==> src/rtl/muldiv_seq.sv <==
// Iterative multiply/divide sequencer with architectural HI/LO registers.
// Processes one bit per cycle: shift-add multiply (LSB-first) or restoring divide (MSB-first).
module muldiv_seq #(
   parameter int WIDTH = 32
) (
   input  logic             clk,
   input  logic             rst,
   input  logic [3:0]       op,
   input  logic [WIDTH-1:0] a,
   input  logic [WIDTH-1:0] b,
   input  logic             pause,
   input  logic             abort,
   output logic             busy,
   output logic             stall,
   output logic [WIDTH-1:0] rd_data,
   output logic [WIDTH-1:0] hi,
   output logic [WIDTH-1:0] lo
);

   localparam logic [3:0] OP_NOP   = 4'd0;
   localparam logic [3:0] OP_MULT  = 4'd1;
   localparam logic [3:0] OP_MULTU = 4'd2;
   localparam logic [3:0] OP_DIV   = 4'd3;
   localparam logic [3:0] OP_DIVU  = 4'd4;
   localparam logic [3:0] OP_MTHI  = 4'd5;
   localparam logic [3:0] OP_MTLO  = 4'd6;
   localparam logic [3:0] OP_MFHI  = 4'd7;
   localparam logic [3:0] OP_MFLO  = 4'd8;

   localparam logic [5:0] LAST_CNT = 6'(WIDTH - 1);

   typedef enum logic [1:0] {
      ST_IDLE = 2'd0,
      ST_RUN  = 2'd1,
      ST_FIX  = 2'd2
   } state_t;

   state_t             state_r;
   state_t             state_s;
   logic [5:0]         cnt_r;
   logic [WIDTH-1:0]   acc_hi_r;
   logic [WIDTH-1:0]   acc_lo_r;
   logic [WIDTH-1:0]   opb_r;
   logic [WIDTH-1:0]   a_orig_r;
   logic               is_div_r;
   logic               qsign_r;
   logic               rsign_r;
   logic               bzero_r;
   logic [WIDTH-1:0]   hi_r;
   logic [WIDTH-1:0]   lo_r;

   logic               op_valid_s;
   logic               start_s;
   logic               signed_op_s;
   logic               accept_s;
   logic [WIDTH-1:0]   a_abs_s;
   logic [WIDTH-1:0]   b_abs_s;
   logic [WIDTH:0]     mul_sum_s;
   logic [WIDTH:0]     div_shift_s;
   logic [WIDTH:0]     div_diff_s;
   logic               div_ge_s;
   logic [2*WIDTH-1:0] prod_s;
   logic [WIDTH-1:0]   fix_hi_s;
   logic [WIDTH-1:0]   fix_lo_s;

   function automatic logic [WIDTH-1:0] neg_w(input logic [WIDTH-1:0] x);
      return (~x) + {{(WIDTH-1){1'b0}}, 1'b1};
   endfunction

   function automatic logic [2*WIDTH-1:0] neg_d(input logic [2*WIDTH-1:0] x);
      return (~x) + {{(2*WIDTH-1){1'b0}}, 1'b1};
   endfunction

   assign busy    = (state_r != ST_IDLE);
   assign hi      = hi_r;
   assign lo      = lo_r;
   assign stall   = busy & op_valid_s;
   assign rd_data = (op == OP_MFHI) ? hi_r : lo_r;

   // Command decode, operand magnitude conversion and acceptance
   always_comb begin
      op_valid_s  = (op != OP_NOP) && (op <= OP_MFLO);
      start_s     = (op >= OP_MULT) && (op <= OP_DIVU);
      signed_op_s = (op == OP_MULT) || (op == OP_DIV);
      accept_s    = (state_r == ST_IDLE) && op_valid_s && !pause && !abort;
      if (signed_op_s && a[WIDTH-1]) begin
         a_abs_s = neg_w(a);
      end else begin
         a_abs_s = a;
      end
      if (signed_op_s && b[WIDTH-1]) begin
         b_abs_s = neg_w(b);
      end else begin
         b_abs_s = b;
      end
   end

   // One iteration of multiply or divide, plus sign fix-up of the final result
   always_comb begin
      if (acc_lo_r[0]) begin
         mul_sum_s = {1'b0, acc_hi_r} + {1'b0, opb_r};
      end else begin
         mul_sum_s = {1'b0, acc_hi_r};
      end
      div_shift_s = {acc_hi_r, acc_lo_r[WIDTH-1]};
      div_diff_s  = div_shift_s - {1'b0, opb_r};
      div_ge_s    = (div_shift_s >= {1'b0, opb_r});

      prod_s = {acc_hi_r, acc_lo_r};
      if (qsign_r) begin
         prod_s = neg_d({acc_hi_r, acc_lo_r});
      end else begin
         prod_s = {acc_hi_r, acc_lo_r};
      end

      if (!is_div_r) begin
         fix_hi_s = prod_s[2*WIDTH-1:WIDTH];
         fix_lo_s = prod_s[WIDTH-1:0];
      end else if (bzero_r) begin
         // divide by zero reports the raw dividend, not its magnitude
         fix_hi_s = a_orig_r;
         fix_lo_s = '1;
      end else begin
         fix_lo_s = qsign_r ? neg_w(acc_lo_r) : acc_lo_r;
         fix_hi_s = rsign_r ? neg_w(acc_hi_r) : acc_hi_r;
      end
   end

   // Next-state logic
   always_comb begin
      state_s = state_r;
      case (state_r)
         ST_IDLE: begin
            if (accept_s && start_s) begin
               state_s = ST_RUN;
            end else begin
               state_s = ST_IDLE;
            end
         end
         ST_RUN: begin
            if (abort) begin
               state_s = ST_IDLE;
            end else if (cnt_r == LAST_CNT) begin
               state_s = ST_FIX;
            end else begin
               state_s = ST_RUN;
            end
         end
         ST_FIX:  state_s = ST_IDLE;
         default: state_s = ST_IDLE;
      endcase
   end

   // State register
   always_ff @(posedge clk) begin
      if (rst) begin
         state_r <= ST_IDLE;
      end else begin
         state_r <= state_s;
      end
   end

   // Datapath: operand latch, iteration registers and HI/LO writes
   always_ff @(posedge clk) begin
      if (rst) begin
         cnt_r    <= 6'd0;
         acc_hi_r <= '0;
         acc_lo_r <= '0;
         opb_r    <= '0;
         a_orig_r <= '0;
         is_div_r <= 1'b0;
         qsign_r  <= 1'b0;
         rsign_r  <= 1'b0;
         bzero_r  <= 1'b0;
         hi_r     <= '0;
         lo_r     <= '0;
      end else begin
         case (state_r)
            ST_IDLE: begin
               if (accept_s) begin
                  case (op)
                     OP_MTHI: hi_r <= a;
                     OP_MTLO: lo_r <= a;
                     OP_MULT, OP_MULTU, OP_DIV, OP_DIVU: begin
                        cnt_r    <= 6'd0;
                        acc_hi_r <= '0;
                        a_orig_r <= a;
                        is_div_r <= (op == OP_DIV) || (op == OP_DIVU);
                        qsign_r  <= signed_op_s & (a[WIDTH-1] ^ b[WIDTH-1]);
                        rsign_r  <= signed_op_s & a[WIDTH-1];
                        bzero_r  <= (b == '0);
                        // multiply: acc_lo holds the multiplier; divide: the dividend
                        if ((op == OP_DIV) || (op == OP_DIVU)) begin
                           acc_lo_r <= a_abs_s;
                           opb_r    <= b_abs_s;
                        end else begin
                           acc_lo_r <= b_abs_s;
                           opb_r    <= a_abs_s;
                        end
                     end
                     default: ;
                  endcase
               end
            end
            ST_RUN: begin
               if (!abort) begin
                  cnt_r <= cnt_r + 6'd1;
                  if (is_div_r) begin
                     if (div_ge_s) begin
                        acc_hi_r <= div_diff_s[WIDTH-1:0];
                        acc_lo_r <= {acc_lo_r[WIDTH-2:0], 1'b1};
                     end else begin
                        acc_hi_r <= div_shift_s[WIDTH-1:0];
                        acc_lo_r <= {acc_lo_r[WIDTH-2:0], 1'b0};
                     end
                  end else begin
                     {acc_hi_r, acc_lo_r} <= {mul_sum_s, acc_lo_r[WIDTH-1:1]};
                  end
               end
            end
            ST_FIX: begin
               if (!abort) begin
                  hi_r <= fix_hi_s;
                  lo_r <= fix_lo_s;
               end
            end
            default: ;
         endcase
      end
   end

endmodule

==> config.mk <==
export PLATFORM = sky130hd
export DESIGN_NAME = muldiv_seq
export DESIGN_NICKNAME = d
export VERILOG_FILES = /design/src/rtl/muldiv_seq.sv
export SDC_FILE = /design/constraint.sdc
export NUM_CORES = 1
export LEC_CHECK = 0
export CAP_MARGIN = 5
export CORE_UTILIZATION = 52
export CTS_CLUSTER_SIZE = 25
export DETAILED_ROUTE_END_ITERATION = 16
export HOLD_SLACK_MARGIN = 0.08
export PLACE_DENSITY = 0.76
export SLEW_MARGIN = 20
export SYNTH_ARGS = -nofsm -noshare
export SYNTH_HDL_FRONTEND = slang
export SYNTH_SLANG_ARGS = --single-unit
==> constraint.sdc <==
create_clock -name clk -period 3.39 [get_ports clk]
set_input_delay 0.8475 -clock clk [delete_from_list [all_inputs] [get_ports clk]]
set_output_delay 0.8475 -clock clk [all_outputs]
set_load 0.01 [all_outputs]
==> impl_metrics.yaml <==
critical_path:
  setup.worst_path.start_class: "flip-flop"
  critical_path_depth: 12
  r2r_start: "opb_r[0]$_SDFFE_PP0P_"
  path_cells: "ha_1, inv_1, fa_1, a21o_1, a221o_1, a21oi_2, nor4b_1, a2111o_1, a21oi_1, xor2_1, a32oi_1, a32o_1"
  endpoint_kind: "flip-flop"
  reg2regPathDepth: 12
  critPathKind: "flip-flop to flip-flop"
  required_ns: 3.85
  slowest_delay_ns: 0.43
  critPathMaxFanout: 3
  crit_family: "compound AO/OA/AOI/OAI gates"
  crit_path_start: "opb_r[0]$_SDFFE_PP0P_"
  cp_num_buf_inv: 1
  arrival_ns: 3.79
  slowest_stage: "dfxtp_1"
logic_synthesis:
  synth_most_common_cell: "nand2_1"
  netlist_top_cells_area: "dfxtp_1 23%, a21oi_1 8.3%, nand2_1 8.2%"
  ys_top_cells_by_count: "386 x nand2_1, 292 x a21oi_1, 204 x dfxtp_1"
  synthCells: 2497
  yosys_register_bits: 204
  async_reset_ff_share_pct: 0
  synth_seq_area_share_pct: 23.19
  syn-cell-area_sq_um: 17610
  ys_types: 84
  synth-warning-count: 0
  synth-edff-count: 0
  syn_nets: 2640
  synth_top_area_share_pct: 23.19
  syn_avg_cell_area_sq_um: 7.053
  synth-main-ff-cell: "dfxtp_1"
  synth_top_area_cell: "dfxtp_1"
final_layout:
  stdcell_count: 3234
  layout.area.seq_sq_um: 4090
  synthToLayoutAreaGrowth_pct: 25.97
  fill_cells: 2989
  multi_input_area_sq_um: 12550
  drive_gt1_share_pct: 14.73
  fin_util_pct: 66.33
  nets: 2908
timing:
  fin_setup_tns_ns: 0
  hold_viol: 0
  clock.fmax_mhz: 300.5
  finalClockSkew_ns: 0.02259
  post-route-min-period_ns: 3.328
  slew_violations: 0
  period_share_pct: 98.16
  worst-slew-pin-transition_ns: 0.9088
  relSlewSlack_pct: 39.41
  rsz0062_at_grt: "false"
  setup_viol: 0
route:
  via_count: 21247
  drcViolationCount: 0
  avgViaCountPerCell: 6.570
  first_iter_violations: 2699
  finalWirelength_mm: 78.69
  ant_nets: 0
  wire_per_inst_um: 24.33
  dr.pass1.iters: 6
global_route:
  grt_pass1_wl_mm: 115.6
  grt.total_usage_pct: 44.42
  grt_pass1_vias: 19356
  grt_start_max_net_pins: 78
  antenna_found_initial: 2
  gr-total-overflow: 0
cts:
  cts_max_path_buffers: 3
  numCtsBuffers: 25
  clkSinkCount: 204
  clock-root-buffer: "clkbuf_16"
  clkLatencyLatePin_ns: 0.58
  cts_tree: "done"
  clk_pin_slew_ns: 0.06
  postCtsSetupRepairBufs: 0
  h-tree-depth: 1
floorplanning:
  die-area_sq_um: 34610
  die_w_um: 186.0
  die_h_um: 186.0
  num_rows: 67
  start_util_pct: 52.65
  core_area_sq_um: 33450
  io_pins: 170
pwr:
  pwr-share-comb_pct: 25.4
  p_leak_nw: 8.897
  p_int_mw: 4.785
  sequentialPowerShare_pct: 35.4
  power_density_nw_per_um2: 320.3
  power_switching_mw: 2.320
  vdd_drop_max_uv: 372.6
  switching_share_pct: 32.65
  clkPwrFrac_pct: 39.3
placement:
  hpwl_mm: 60.05
  place_inst: 3186
  routabilityCongestion: 1.052
  portBuffers: 169
hold_path:
  hold_depth: 2
  hold_start: "a_orig_r[10]$_SDFFE_PP0P_"
  hp-class: "flip-flop to flip-flop"
job:
  maxCapViolations: 0
run_status:
  status: "complete, no violations"
==> cell usage in the layout (no fill, tap or decap), drive strengths merged, types with 52 or more instances in the layout <==
cell / instances
nand2: 386
a21oi: 292
xnor2: 99
xor2: 72
nand3: 52
clkdlybuf4s50: 136
o21ai: 136
nor3: 80
inv: 68
ha: 69
o211ai: 53
buf: 286
dfxtp: 204
nor2: 199
==> repair_timing <==
item,CTS,global route
hold buffers,0,0
setup endpoints to repair,34,35
resized for setup,34,18
==> layer usage <==
layer  up-vias  routed length [um]  GRT usage (%)
met3       297                9223          11.70
met4         2                4917          25.38
met5         -                  13              0
met1     10065               30640          56.80
li1       9575                   -              -
met2      1308               33900          67.16
==> path summary, 6_finish.rpt <==
kind	slack, ns	to
worst min register to register	0.46	a_orig_r[10]$_SDFFE_PP0P_
worst max register to register	0.06	acc_hi_r[28]$_SDFFE_PP0P_
worst max-delay path	0.06	acc_hi_r[28]$_SDFFE_PP0P_
worst min-delay path	0.46	a_orig_r[10]$_SDFFE_PP0P_
==> worst register-to-register path: cells and delay by family, from the launching register on <==
| family | cells | cell delay (ns) |
|---|---|---|
| AO/OA/AOI/OAI | 7 | 1.76 |
| XOR/XNOR | 1 | 0.20 |
| adder cells (fa/ha/maj) | 2 | 0.63 |
| buffers and inverters | 1 | 0.06 |
| flip-flops | 1 | 0.43 |
| AND/OR/NAND/NOR | 1 | 0.12 |
==> flip-flops by register name (all words and copies together) (netlist names), 2 cells and up <==
register / count
state_r: 2
acc_hi_r: 32
hi: 32
opb_r: 32
cnt_r: 6
lo: 32
acc_lo_r: 32
a_orig_r: 32
==> cell type report <==
cell class              count  share of cell area [%]
well taps                 448                   2.527
multi-input cells        2013                   56.58
inverters                  67                   1.134
repair buffers            454                   17.53
diodes                      2                 0.02256
flip-flops and latches    204                   18.44
clock buffers              32                   3.119
clock inverters            14                  0.6486
==> cell families after synthesis <==
family                   count (synthesis)  synth area share [%]
AO/OA/AOI/OAI                          794                 28.73
XOR/XNOR                               171                 8.504
adder cells (fa/ha/maj)                 71                 5.130
buffers and inverters                  280                 6.089
flip-flops                             204                 23.19
multiplexers                            84                 5.037
AND/OR/NAND/NOR                        893                 23.32
==> stage by stage <==
stage	hold WS, ns	power [mW]	instance area [sq um]	setup WS, ns
detailed placement	0.4463	4.294	21320	-0.4991
finish	0.4551	7.105	22190	0.06237
global route	0.4696	7.292	22180	0.001219
global placement	0.4414	4.273	21320	-0.4400
floorplan	0.4328	3.486	17610	0.1677
CTS	0.4541	7.036	22120	0.07061
==> power by group through the flow <==
stage          clock, mW  combinational (mW)  sequential (mW)
6_report            2.79                1.80             2.51
4_1_cts             2.79                1.74             2.51
3_3_place_gp           0                1.71             2.56
3_5_place_dp           0                1.73             2.56
5_1_grt             2.88                1.90             2.51
2_1_floorplan          0               0.951             2.53
(Power assumes the default switching activity.)
